File: config.mk
export PLATFORM = sky130hd
export DESIGN_NAME = key_debounce
export DESIGN_NICKNAME = d
export VERILOG_FILES = /design/src/rtl/key_pkg.sv /design/src/rtl/key_debounce_fsm.sv /design/src/rtl/key_debounce.sv
export SDC_FILE = /design/constraint.sdc
export NUM_CORES = 1
export LEC_CHECK = 0
export ABC_CLOCK_PERIOD_IN_PS = 4800
export BUFFER_PORTS_ARGS = -buffer_cell sky130_fd_sc_hd__buf_2
export CORE_MARGIN = 8
export CORE_UTILIZATION = 60
export DETAILED_ROUTE_END_ITERATION = 7
export PLACE_DENSITY = 0.77
export SYNTH_ARGS = -nofsm -noshare
export SYNTH_HDL_FRONTEND = slang
export SYNTH_SLANG_ARGS = --single-unit
File: constraint.sdc
create_clock -name clk -period 4.8 [get_ports clk]
set_input_delay 0.72 -clock clk [delete_from_list [all_inputs] [get_ports clk]]
set_output_delay 0.72 -clock clk [all_outputs]
set_load 0.005 [all_outputs]
File: src/rtl/key_pkg.sv
// Shared types and parameter derivations for the key debouncer.
// Counter widths are computed here so the top level and the per-key logic agree.
package key_pkg;

  typedef enum logic [2:0] {
    StIdle,
    StPressWait,
    StPressed,
    StLongHeld,
    StReleaseWait
  } key_state_e;

  // Number of clk cycles per 1 ms tick.
  function automatic int unsigned tick_div(input int unsigned freq_hz);
    return freq_hz / 1000;
  endfunction

  // Bits needed to hold 0..max_val inclusive; never narrower than one bit.
  function automatic int unsigned cnt_width(input int unsigned max_val);
    return (max_val < 1) ? 1 : $clog2(max_val + 1);
  endfunction

endpackage

File: src/rtl/key_debounce_fsm.sv
// Per-key debouncer: 2-flop synchronizer, press/release FSM, stability and long-press counters.
// All outputs are registered and change on the same edge as the accepted state transition.
module key_debounce_fsm
  import key_pkg::*;
#(
  parameter int unsigned DebounceMs = 20,
  parameter int unsigned LongMs     = 1000
) (
  input  logic clk,
  input  logic rst,
  input  logic tick_i,
  input  logic key_raw_i,
  output logic user_key_o,
  output logic press_o,
  output logic release_o,
  output logic long_o
);

  localparam int unsigned StabW = cnt_width(DebounceMs);
  localparam int unsigned LongW = cnt_width(LongMs);
  localparam logic [StabW-1:0] StabMax = StabW'(DebounceMs);
  localparam logic [LongW-1:0] LongMax = LongW'(LongMs);

  logic [1:0]       sync_q;
  logic             key;
  key_state_e       state_q, state_d;
  logic [StabW-1:0] stab_q, stab_d;
  logic [LongW-1:0] long_cnt_q, long_cnt_d;
  logic             was_long_q, was_long_d;
  logic             user_key_q, user_key_d;
  logic             press_q, press_d;
  logic             release_q, release_d;
  logic             long_q, long_d;

  always_ff @(posedge clk) begin
    if (rst) begin
      sync_q <= 2'b11;
    end else begin
      sync_q <= {sync_q[0], key_raw_i};
    end
  end

  assign key = sync_q[1];

  // A transition fires on the tick after the counter already holds its limit, so the key must
  // be stable for between Max and Max+1 full tick periods.
  always_comb begin
    state_d    = state_q;
    stab_d     = stab_q;
    long_cnt_d = long_cnt_q;
    was_long_d = was_long_q;
    user_key_d = user_key_q;
    press_d    = 1'b0;
    release_d  = 1'b0;
    long_d     = 1'b0;
    unique case (state_q)
      StIdle: begin
        if (!key) begin
          state_d = StPressWait;
          stab_d  = '0;
        end
      end
      StPressWait: begin
        if (key) begin
          state_d = StIdle;
        end else if (tick_i) begin
          if (stab_q == StabMax) begin
            state_d    = StPressed;
            user_key_d = 1'b0;
            press_d    = 1'b1;
            long_cnt_d = '0;
            was_long_d = 1'b0;
          end else begin
            stab_d = stab_q + 1'b1;
          end
        end
      end
      StPressed: begin
        if (key) begin
          state_d = StReleaseWait;
          stab_d  = '0;
        end else if (tick_i) begin
          if (long_cnt_q == LongMax) begin
            state_d    = StLongHeld;
            long_d     = 1'b1;
            was_long_d = 1'b1;
          end else begin
            long_cnt_d = long_cnt_q + 1'b1;
          end
        end
      end
      StLongHeld: begin
        if (key) begin
          state_d = StReleaseWait;
          stab_d  = '0;
        end
      end
      StReleaseWait: begin
        // A short high glitch returns to the held state with the long count untouched.
        if (!key) begin
          state_d = was_long_q ? StLongHeld : StPressed;
        end else if (tick_i) begin
          if (stab_q == StabMax) begin
            state_d    = StIdle;
            user_key_d = 1'b1;
            release_d  = 1'b1;
            long_cnt_d = '0;
            was_long_d = 1'b0;
          end else begin
            stab_d = stab_q + 1'b1;
          end
        end
      end
      default: begin
        state_d = StIdle;
      end
    endcase
  end

  always_ff @(posedge clk) begin
    if (rst) begin
      state_q    <= StIdle;
      stab_q     <= '0;
      long_cnt_q <= '0;
      was_long_q <= 1'b0;
      user_key_q <= 1'b1;
      press_q    <= 1'b0;
      release_q  <= 1'b0;
      long_q     <= 1'b0;
    end else begin
      state_q    <= state_d;
      stab_q     <= stab_d;
      long_cnt_q <= long_cnt_d;
      was_long_q <= was_long_d;
      user_key_q <= user_key_d;
      press_q    <= press_d;
      release_q  <= release_d;
      long_q     <= long_d;
    end
  end

  assign user_key_o = user_key_q;
  assign press_o    = press_q;
  assign release_o  = release_q;
  assign long_o     = long_q;

  assert property (@(posedge clk) disable iff (rst) !(press_q && release_q));
  assert property (@(posedge clk) disable iff (rst) long_q |-> !user_key_q);

endmodule

File: src/rtl/key_debounce.sv
// Multi-key debouncer: one shared 1 ms tick prescaler feeding KEYS independent per-key FSMs.
module key_debounce
  import key_pkg::*;
#(
  parameter int unsigned frequency   = 27_000_000,
  parameter int unsigned KEYS        = 4,
  parameter int unsigned DEBOUNCE_MS = 20,
  parameter int unsigned LONG_MS     = 1000
) (
  input  logic            clk,
  input  logic            rst,
  input  logic [KEYS-1:0] key_raw_i,
  output logic [KEYS-1:0] user_key_o,
  output logic [KEYS-1:0] press_o,
  output logic [KEYS-1:0] release_o,
  output logic [KEYS-1:0] long_o
);

  localparam int unsigned TickDiv = tick_div(frequency);
  localparam int unsigned TickW   = cnt_width(TickDiv - 1);
  localparam logic [TickW-1:0] TickLast = TickW'(TickDiv - 1);

  logic [TickW-1:0] tick_cnt_q, tick_cnt_d;
  logic             tick;

  always_comb begin
    tick       = (tick_cnt_q == TickLast);
    tick_cnt_d = tick ? '0 : tick_cnt_q + 1'b1;
  end

  always_ff @(posedge clk) begin
    if (rst) begin
      tick_cnt_q <= '0;
    end else begin
      tick_cnt_q <= tick_cnt_d;
    end
  end

  for (genvar k = 0; k < KEYS; k++) begin : g_key
    key_debounce_fsm #(
      .DebounceMs(DEBOUNCE_MS),
      .LongMs    (LONG_MS)
    ) u_fsm (
      .clk       (clk),
      .rst       (rst),
      .tick_i    (tick),
      .key_raw_i (key_raw_i[k]),
      .user_key_o(user_key_o[k]),
      .press_o   (press_o[k]),
      .release_o (release_o[k]),
      .long_o    (long_o[k])
    );
  end

endmodule

==> run summary, run 1 <==
Post-synth ARST share: 0%
count of cell types in the netlist: 70
Final Hold Fails: 0
die area: 0.0136 sq mm
# fillers: 829
die outline height: 117 um
worst hold slack: 0.384 ns
HP Class: in2reg
clock buffer depth: 2
clk root buf: clkbuf_8
largest net degree at the start of global routing: 43
Buffers on Ports: 21
Total GRT Usage: 20.1%
Max-slew headroom: 37.9%
IO Pins: 22
top_reg_cell synth: dfxtp_1
period utilization: 67.0%
share of cells above drive strength 1: 11.3%
# hold bufs at CTS: 0
Leak Pwr: 0.00233 uW
TritonRoute pass-1 iters: 5
Area Growth Syn to Fin: 9.00%
core area: 0.00982 sq mm
type of the worst setup path: reg2reg
final core area utilization: 67.4%
Syn Area/Cell: 8.11 sq um
Critical Path Start Type: flop
Clock Latency Late Sink: 0.52 ns
Via density: 5.97
register area share after synthesis: 37.9%
Vias: 5,274
CTS clk-pin slew, worst paths: 0.05 ns
first-pass GRT wire length: 22,100 um
Syn Inst Count: 749
CTS resizes: 0
n_diodes: 0
fmax: 311 MHz
TritonCTS clock tree: done
CTS buffer count: 17
total gr overflow: 0
Syn. warnings: 0
Rows: 36
crit path capture type: flop
Synth Cell Area: 0.00607 sq mm
synthesized flop and latch total: 115
measured slew at the worst slew-check pin: 0.919 ns
gpl congestion: 0.866
skew final: 0.00452 ns
Reg-to-Reg Start: tick_cnt_q[0]$_SDFF_PP0_
setup TNS: 0 ns
WL final: 12,900 um
final worst-path setup slack: 1.58 ns
hpwl dp: 8660 um
R2R cell count: 7
total of max-cap violations: 0
pwr dens: 327 mW/mm^2
final critical path time including I/O delays and setup: 3.22 ns
Setup Viol. Count Final: 0
Post-synth EDFFs: 0
DRT iter0 DRCs: 388
setup bufs post-CTS: 0
Reg2Reg Setup Slack: 1.58 ns
Hold Path Origin: key_raw_i[1]
status: completed
# H-tree levels: 4
R2R Path End: g_key[1].u_fsm.long_cnt_q[7]$_SDFFE_PP0P_
number of global-route vias before repair: 4,899
Residual DRC: 0
Mapped Nets: 772
Starting Density: 61.9%
WP data required: 5.25 ns
wire per inst: 14.6 um
chip width: 117 um
initial antenna violation count: 0
worst vdd ir: 0.000270 V
TritonCTS Sinks: 115
Worst Hold Depth: 2
Max Slew Vio Count: 0
RSZ-0062 raised after global routing: false
hold path endpoint: g_key[1].u_fsm.sync_q[0]$_SDFF_PP1_
dpl ws: 1.62 ns
fin nets: 760
CP arrival: 3.66 ns
crit path max fanout: 20
Routed Antenna Nets: 0
[cells in the mapped netlist (all sizes together) (3+ instances only)]
cell / instances / area, sq um
nor3: 32 / 160
or4: 3 / 26.3
o32ai: 6 / 52.6
nand4b: 9 / 78.8
a31oi: 7 / 43.8
a21oi: 73 / 365
xor2: 8 / 70.1
o21a: 4 / 30.0
and4b: 6 / 60.1
nand3: 36 / 180
nor3b: 7 / 52.6
inv: 29 / 109
or3: 16 / 100
and4: 4 / 35.0
and3: 18 / 113
nor2: 80 / 300
dfxtp: 115 / 2300
xnor2: 16 / 140
o221ai: 3 / 26.3
nand3b: 18 / 135
or4b: 4 / 40.0
clkbuf: 26 / 97.6
ha: 17 / 213
nand2b: 9 / 56.3
or3b: 6 / 55.1
mux2i: 4 / 40.0
nand2: 43 / 161
buf: 27 / 180
nand4: 9 / 56.3
o211ai: 6 / 58.8
o21ai: 43 / 215
nor2b: 3 / 18.8
or2: 18 / 113
a211oi: 8 / 77.6
[state kept, by name, indices dropped and copies added, names as in the netlist]
name / cells
g_key.u_fsm.long_cnt_q: 40
g_key.u_fsm.stab_q: 20
tick_cnt_q: 15
g_key.u_fsm.state_q: 12
g_key.u_fsm.sync_q: 8
g_key.u_fsm.long_o: 4
g_key.u_fsm.press_o: 4
g_key.u_fsm.release_o: 4
g_key.u_fsm.user_key_o: 4
g_key.u_fsm.was_long_q: 4
[through the flow]
stage | instances | instance area (sq um) | total power [uW]
after floorplan | 749 | 6070 | 1030
after global placement | 851 | 6080 | 1040
after detailed placement | 851 | 6080 | 1040
after CTS | 883 | 6620 | 2190
after global routing | 883 | 6620 | 2240
final | 883 | 6620 | 2170
[how the worst max path moves through the flow]
stage                                  start                                        end  slack [ns]
global route        tick_cnt_q[0]$_SDFF_PP0_  g_key[1].u_fsm.long_cnt_q[8]$_SDFFE_PP0P_        1.32
global placement    tick_cnt_q[0]$_SDFF_PP0_  g_key[1].u_fsm.long_cnt_q[7]$_SDFFE_PP0P_        1.81
CTS                 tick_cnt_q[0]$_SDFF_PP0_  g_key[1].u_fsm.long_cnt_q[7]$_SDFFE_PP0P_        1.59
floorplan           tick_cnt_q[0]$_SDFF_PP0_      g_key[2].u_fsm.stab_q[1]$_SDFFE_PP0P_        2.73
detailed placement  tick_cnt_q[0]$_SDFF_PP0_  g_key[1].u_fsm.long_cnt_q[7]$_SDFFE_PP0P_        1.62
finish              tick_cnt_q[0]$_SDFF_PP0_  g_key[1].u_fsm.long_cnt_q[7]$_SDFFE_PP0P_        1.58
[layout make-up]
cell class              instances  area [sq um]  share of cell area [%]
inverters                      30           113                    1.70
clock buffers                  22           463                    6.99
repair buffers                 22           113                    1.70
multi-input cells             551          3380                    51.1
flip-flops and latches        115          2300                    34.8
well taps                     133           166                    2.51
clock inverters                10          82.6                    1.25
[report_power, final]
part | internal (uW) | total, uW | switching (uW)
combinational | 17.5 | 50.7 | 33.2
sequential | 964 | 974 | 10.8
clock | 720 | 1140 | 421
total | 1700 | 2170 | 465
[cells by family (layout without fill, tap and decap cells)]
group / count (synthesis) / in the layout / synth area share, %
multiplexers: 4 / 4 / 0.659
AO/OA/AOI/OAI: 174 / 174 / 17.8
adder cells (fa/ha/maj): 17 / 17 / 3.50
buffers and inverters: 83 / 84 / 6.43
AND/OR/NAND/NOR: 332 / 332 / 30.2
flip-flops: 115 / 115 / 37.9
XOR/XNOR: 24 / 24 / 3.46
[critical path: stages (launching register included)]
cell and delay (ns):
dfxtp_1 0.35, ha_1 0.22, and4_1 0.25, and4_1 0.78
o221ai_1 0.65, nor2_1 0.58, nand4bb_1 0.15, a21oi_1 0.17
[metal layers]
layer / track usage [%] / routed length, um / vias up
li1: - / - / 2658
met1: 24.7 / 6030 / 2468
met2: 32.4 / 6000 / 122
met3: 4.50 / 624 / 26
met4: 10.2 / 269 / 0
met5: 0 / 0 / -
[placed cells by master (no fill, tap or decap), types with 3 or more instances in the layout]
cell type | Yosys | layout
dfxtp_1 | 115 | 115
nor2_1 | 80 | 80
a21oi_1 | 73 | 73
nand2_1 | 43 | 43
o21ai_0 | 40 | 40
nand3_1 | 36 | 36
nor3_1 | 32 | 32
inv_1 | 29 | 29
buf_2 | 6 | 21
nand3b_1 | 18 | 18
and3_1 | 18 | 18
or2_2 | 17 | 17
ha_1 | 17 | 17
or3_1 | 16 | 16
xnor2_1 | 16 | 16
clkbuf_16 | 0 | 16
nand4_1 | 9 | 9
nand2b_1 | 9 | 9
nand4b_1 | 9 | 9
xor2_1 | 8 | 8
nor3b_1 | 7 | 7
a31oi_1 | 7 | 7
and4b_1 | 6 | 6
o32ai_1 | 6 | 6
a211oi_1 | 6 | 6
clkinv_2 | 0 | 6
or3b_2 | 5 | 5
o211ai_1 | 5 | 5
and4_1 | 4 | 4
mux2i_1 | 4 | 4
o21a_1 | 4 | 4
clkbuf_8 | 0 | 4
nor2b_1 | 3 | 3
o21ai_1 | 3 | 3
o221ai_1 | 3 | 3
clkinvlp_4 | 0 | 3
(Power assumes the default switching activity.)
==> inputs of run 2 (changes only) <==
--- a/config.mk
+++ b/config.mk
@@ -5,7 +5,7 @@
 export SDC_FILE = /design/constraint.sdc
 export NUM_CORES = 1
 export LEC_CHECK = 0
-export ABC_CLOCK_PERIOD_IN_PS = 4800
+export ABC_CLOCK_PERIOD_IN_PS = 3000
 export BUFFER_PORTS_ARGS = -buffer_cell sky130_fd_sc_hd__buf_2
 export CORE_MARGIN = 8
 export CORE_UTILIZATION = 60
==> constraint.sdc (replaced) <==
create_clock -name clk -period 3 [get_ports clk]
set_input_delay 0.45 -clock clk [delete_from_list [all_inputs] [get_ports clk]]
set_output_delay 0.45 -clock clk [all_outputs]
set_load 0.005 [all_outputs]
==> run 2 against run 1 <==
Critical path depth unchanged. Critical path type unchanged. Combinational power is 66% higher. Fmax up 25%.
==> run summary, run 2 (same netlist as run 1, synthesis figures left out) <==
R2R cell count: 7
# fillers: 836
WP data required: 3.46 ns
CTS buffer count: 17
first-pass GRT wire length: 22,700 um
most common cell after layout, fill and taps aside: dfxtp_1
worst vdd ir: 0.000443 V
status: completed
Area Growth Syn to Fin: 11.5%
TritonCTS Sinks: 115
area occupied by multi-input gates: 0.00338 sq mm
gpl congestion: 0.873
max FFs per register: 40
type of the worst setup path: reg2reg
wire per inst: 14.8 um
period utilization: 85.9%
Top reg by flops: g_key.u_fsm.long_cnt_q
Residual DRC: 0
Largest regs: g_key.u_fsm.long_cnt_q (40), g_key.u_fsm.stab_q (20), tick_cnt_q (15)
WL final: 13,200 um
setup TNS: 0 ns
HP Class: in2reg
Vias: 5,372
die outline height: 117 um
# H-tree levels: 4
fmax: 388 MHz
Critical Path Start Type: flop
CP arrival: 3.03 ns
Buffers on Ports: 21
fin nets: 769
number of global-route vias before repair: 5,005
largest net degree at the start of global routing: 30
clock buffer depth: 2
RSZ-0062 raised after global routing: false
Total GRT Usage: 20.8%
total gr overflow: 0
Leak Pwr: 0.00242 uW
Final Hold Fails: 0
highest-count cells in the layout ignoring fill and taps: 115 x dfxtp_1, 80 x nor2_1, 73 x a21oi_1
NetSw: 762 uW
Net Sw Frac: 20.2%
pwr dens: 556 mW/mm^2
setup bufs post-CTS: 0
Rows: 36
total of max-cap violations: 0
Via density: 6.02
# hold bufs at CTS: 0
Starting Density: 61.9%
skew final: 0.00904 ns
final critical path time including I/O delays and setup: 2.58 ns
Setup Viol. Count Final: 0
CTS clk-pin slew, worst paths: 0.06 ns
chip width: 117 um
die area: 0.0136 sq mm
n_diodes: 0
power share of the combinational group: 2.2%
TritonCTS clock tree: done
register area: 0.00230 sq mm
core area: 0.00982 sq mm
crit path max fanout: 13
Clock Latency Late Sink: 0.54 ns
TritonRoute pass-1 iters: 5
IO Pins: 22
CTS resizes: 0
clock power share: 56.4%
Max Slew Vio Count: 0
hpwl dp: 8850 um
DRT iter0 DRCs: 400
Flop pwr share: 41.4%
share of cells above drive strength 1: 12.4%
measured slew at the worst slew-check pin: 0.883 ns
Routed Antenna Nets: 0
initial antenna violation count: 0
clk root buf: clkbuf_8
Int Pwr: 3000 uW
Max-slew headroom: 41.1%
crit path capture type: flop
Worst Hold Depth: 2
final core area utilization: 68.9%
-- run 2: cell count changes in the layout (fill, tap and decap cells not counted), sizes merged --
cell	before	now
buf	22	31
clkinvlp	3	2
clkbuf	22	23
bufinv	1	4
clkinv	7	4
-- run 2: path summary, 6_finish.rpt --
| path | from | to | slack, ns |
|---|---|---|---|
| max | g_key[1].u_fsm.state_q[1]$_SDFFE_PP0P_ | g_key[1].u_fsm.long_cnt_q[7]$_SDFFE_PP0P_ | 0.42 |
| max reg2reg | g_key[1].u_fsm.state_q[1]$_SDFFE_PP0P_ | g_key[1].u_fsm.long_cnt_q[7]$_SDFFE_PP0P_ | 0.42 |
| min reg2reg | g_key[0].u_fsm.sync_q[0]$_SDFF_PP1_ | g_key[0].u_fsm.sync_q[1]$_SDFF_PP1_ | 0.42 |
| min | key_raw_i[0] | g_key[0].u_fsm.sync_q[0]$_SDFF_PP1_ | 0.09 |
-- run 2: stage by stage --
stage	cells	worst slack, ns	power [uW]	hold WS [ns]	cell area (sq um)
after global routing	892	0.190	3870	0.0873	6770
after CTS	892	0.428	3800	0.0697	6770
after global placement	860	0.585	1670	0.394	6140
after floorplan	749	0.928	1650	0.389	6070
final	892	0.423	3770	0.0935	6770
after detailed placement	860	0.454	1670	0.399	6140
-- run 2: critical path, stage by stage, from the launching register on --
cell and delay [ns]:
dfxtp_1 0.54, or4b_2 0.68, a31oi_1 0.18, o221ai_1 0.12, buf_4 0.22, nor2_1 0.42
nand4bb_1 0.16, a21oi_1 0.18
-- run 2: layer usage --
metal | GRT usage [%] | routed length, um | vias to the layer above
met5 | 0 | 0 | -
met4 | 9.56 | 232 | 0
met3 | 6.15 | 797 | 25
met2 | 32.9 | 6100 | 161
met1 | 25.5 | 6030 | 2508
li1 | - | - | 2678
-- run 2: power groups by stage --
stage | Combinational (uW) | Sequential (uW) | Clock (uW)
CTS | 83.7 | 1560 | 2160
floorplan | 71.9 | 1580 | 0
global route | 93.7 | 1560 | 2220
detailed placement | 83.3 | 1590 | 0
global placement | 80.9 | 1590 | 0
finish | 84.1 | 1560 | 2120
-- run 2: final cells by class --
class	count	area share (%)
clock inverters	9	2.22
inverters	30	1.66
clock buffers	23	7.04
well taps	133	2.46
multi-input cells	551	50.0
repair buffers	31	2.66
flip-flops and latches	115	34.0
==> inputs of run 3 (changes only) <==
--- a/config.mk
+++ b/config.mk
@@ -6,7 +6,7 @@
 export NUM_CORES = 1
 export LEC_CHECK = 0
 export ABC_CLOCK_PERIOD_IN_PS = 3000
-export BUFFER_PORTS_ARGS = -buffer_cell sky130_fd_sc_hd__buf_2
+export BUFFER_PORTS_ARGS = -buffer_cell sky130_fd_sc_hd__buf_4
 export CORE_MARGIN = 8
 export CORE_UTILIZATION = 60
 export DETAILED_ROUTE_END_ITERATION = 7
==> run 3 against run 2 <==
Critical path depth did not move. Final area grew 0.65%. Core utilization rose by 0.45 points. Worst setup slack improved by 0.0072 ns. Final cell count decreased by 0.22%. Die area unchanged. Clock skew decreased by 0.0046 ns. Register-to-register slack is essentially flat. Sequential power is essentially flat. Highest routed layer unchanged. Fmax grew 0.28%. Total power grew 1.2%.
==> run summary, run 3 (same netlist as run 1, synthesis figures left out) <==
IO Pins: 22
CTS clk-pin slew, worst paths: 0.05 ns
n_diodes: 0
hold path endpoint: g_key[0].u_fsm.sync_q[0]$_SDFF_PP1_
total gr overflow: 0
Net Sw Frac: 20.1%
Worst Setup SP: g_key[1].u_fsm.state_q[1]$_SDFFE_PP0P_
die area: 0.0136 sq mm
# H-tree levels: 4
final critical path time including I/O delays and setup: 2.57 ns
skew final: 0.00447 ns
TritonCTS clock tree: done
NetSw: 764 uW
Via density: 6.01
total of max-cap violations: 0
power share of the combinational group: 2.3%
Buffers on Ports: 21
CTS resizes: 0
CP max-delay cell: or4b_2
Top reg by flops: g_key.u_fsm.long_cnt_q
register area: 0.00230 sq mm
measured slew at the worst slew-check pin: 0.790 ns
R2R cell count: 7
core area: 0.00982 sq mm
HP Class: in2reg
Residual DRC: 0
crit path capture type: flop
Int Pwr: 3050 uW
number of global-route vias before repair: 5,249
chip width: 117 um
Setup Viol. Count Final: 0
Reg-to-Reg Start: g_key[1].u_fsm.state_q[1]$_SDFFE_PP0P_
setup TNS: 0 ns
Routed Antenna Nets: 0
WL final: 13,700 um
largest net degree at the start of global routing: 45
CP Cell Sequence: or4b_2 > a31oi_1 > o221ai_1 > buf_4 > nor2_1 > nand4bb_1 > a21oi_1
setup bufs post-CTS: 0
Max Slew Vio Count: 0
DRT iter0 DRCs: 485
most common cell after layout, fill and taps aside: dfxtp_1
clk root buf: clkbuf_8
wire per inst: 15.4 um
status: completed
Flop pwr share: 40.9%
R2R Path End: g_key[1].u_fsm.long_cnt_q[7]$_SDFFE_PP0P_
Final Hold Fails: 0
die outline height: 117 um
Vias: 5,346
area occupied by multi-input gates: 0.00338 sq mm
crit path max fanout: 13
highest-count cells in the layout ignoring fill and taps: 115 x dfxtp_1, 80 x nor2_1, 73 x a21oi_1
Critical Path Start Type: flop
clock power share: 56.9%
share of cells above drive strength 1: 11.9%
Hold Path Origin: key_raw_i[0]
Clock Latency Late Sink: 0.53 ns
WP data required: 3.46 ns
CTS buffer count: 17
period utilization: 85.6%
Area Growth Syn to Fin: 12.2%
pwr dens: 559 mW/mm^2
Max-slew headroom: 47.3%
Starting Density: 61.9%
final core area utilization: 69.4%
Total GRT Usage: 21.5%
CP max stage delay: 0.69 ns
Leak Pwr: 0.00242 uW
# hold bufs at CTS: 0
Rows: 36
clock buffer depth: 2
type of the worst setup path: reg2reg
max FFs per register: 40
TritonCTS Sinks: 115
fin nets: 767
gpl congestion: 0.889
Reg2Reg Setup Slack: 0.43 ns
# fillers: 822
Largest regs: g_key.u_fsm.long_cnt_q (40), g_key.u_fsm.stab_q (20), tick_cnt_q (15)
fmax: 389 MHz
hpwl dp: 8980 um
worst vdd ir: 0.000534 V
TritonRoute pass-1 iters: 5
Worst Hold Depth: 2
initial antenna violation count: 0
RSZ-0062 raised after global routing: false
first-pass GRT wire length: 23,500 um
CP arrival: 3.03 ns
-- run 3: cell types whose count changed in the layout (fill, tap and decap cells not counted) --
| cell | before | now |
|---|---|---|
| bufinv_16 | 4 | 5 |
| buf_2 | 21 | 0 |
| clkinvlp_4 | 2 | 1 |
| clkinv_2 | 3 | 2 |
| buf_4 | 10 | 29 |
| clkbuf_8 | 5 | 3 |
| clkbuf_1 | 2 | 4 |
| clkinv_4 | 0 | 1 |
-- run 3: layout make-up --
type	count	share of cell area [%]
flip-flops and latches	115	33.8
repair buffers	29	3.20
multi-input cells	551	49.6
clock inverters	9	2.59
well taps	133	2.44
inverters	30	1.65
clock buffers	23	6.70
-- run 3: per-stage QoR --
| step | area [sq um] | hold WS (ns) | total power [uW] | cells | setup slack, ns |
|---|---|---|---|---|---|
| final | 6810 | 0.106 | 3810 | 890 | 0.431 |
| after detailed placement | 6180 | 0.395 | 1670 | 858 | 0.513 |
| after global routing | 6810 | 0.0826 | 3940 | 890 | 0.222 |
| after global placement | 6180 | 0.393 | 1670 | 858 | 0.593 |
| after floorplan | 6070 | 0.389 | 1650 | 749 | 0.928 |
| after CTS | 6810 | 0.0842 | 3850 | 890 | 0.477 |
-- run 3: worst max-delay path, delay by kind of cell (launching register included) --
family	cells	cell delay, ns
flops	1	0.57
simple gates	3	1.25
buf+inv	1	0.21
compound gates	3	0.46
-- run 3: how the worst max path moves through the flow --
stage / to
detailed placement: g_key[0].u_fsm.long_cnt_q[7]$_SDFFE_PP0P_
global route: g_key[1].u_fsm.long_cnt_q[7]$_SDFFE_PP0P_
CTS: g_key[1].u_fsm.long_cnt_q[7]$_SDFFE_PP0P_
floorplan: g_key[2].u_fsm.stab_q[1]$_SDFFE_PP0P_
global placement: g_key[0].u_fsm.long_cnt_q[7]$_SDFFE_PP0P_
finish: g_key[1].u_fsm.long_cnt_q[7]$_SDFFE_PP0P_
-- run 3: layer usage --
metal	GRT usage (%)	up-vias	routed length, um
li1	-	2676	-
met1	25.0	2500	6120
met2	35.5	148	6610
met3	6.51	22	697
met4	10.4	0	274
met5	0	-	0
-- run 3: power by group through the flow --
stage / registers [uW] / logic [uW] / clock network, uW
4_1_cts: 1560 / 86.2 / 2210
5_1_grt: 1560 / 96.3 / 2280
6_report: 1560 / 86.0 / 2170
2_1_floorplan: 1580 / 71.9 / 0
3_5_place_dp: 1590 / 84.7 / 0
3_3_place_gp: 1590 / 81.4 / 0
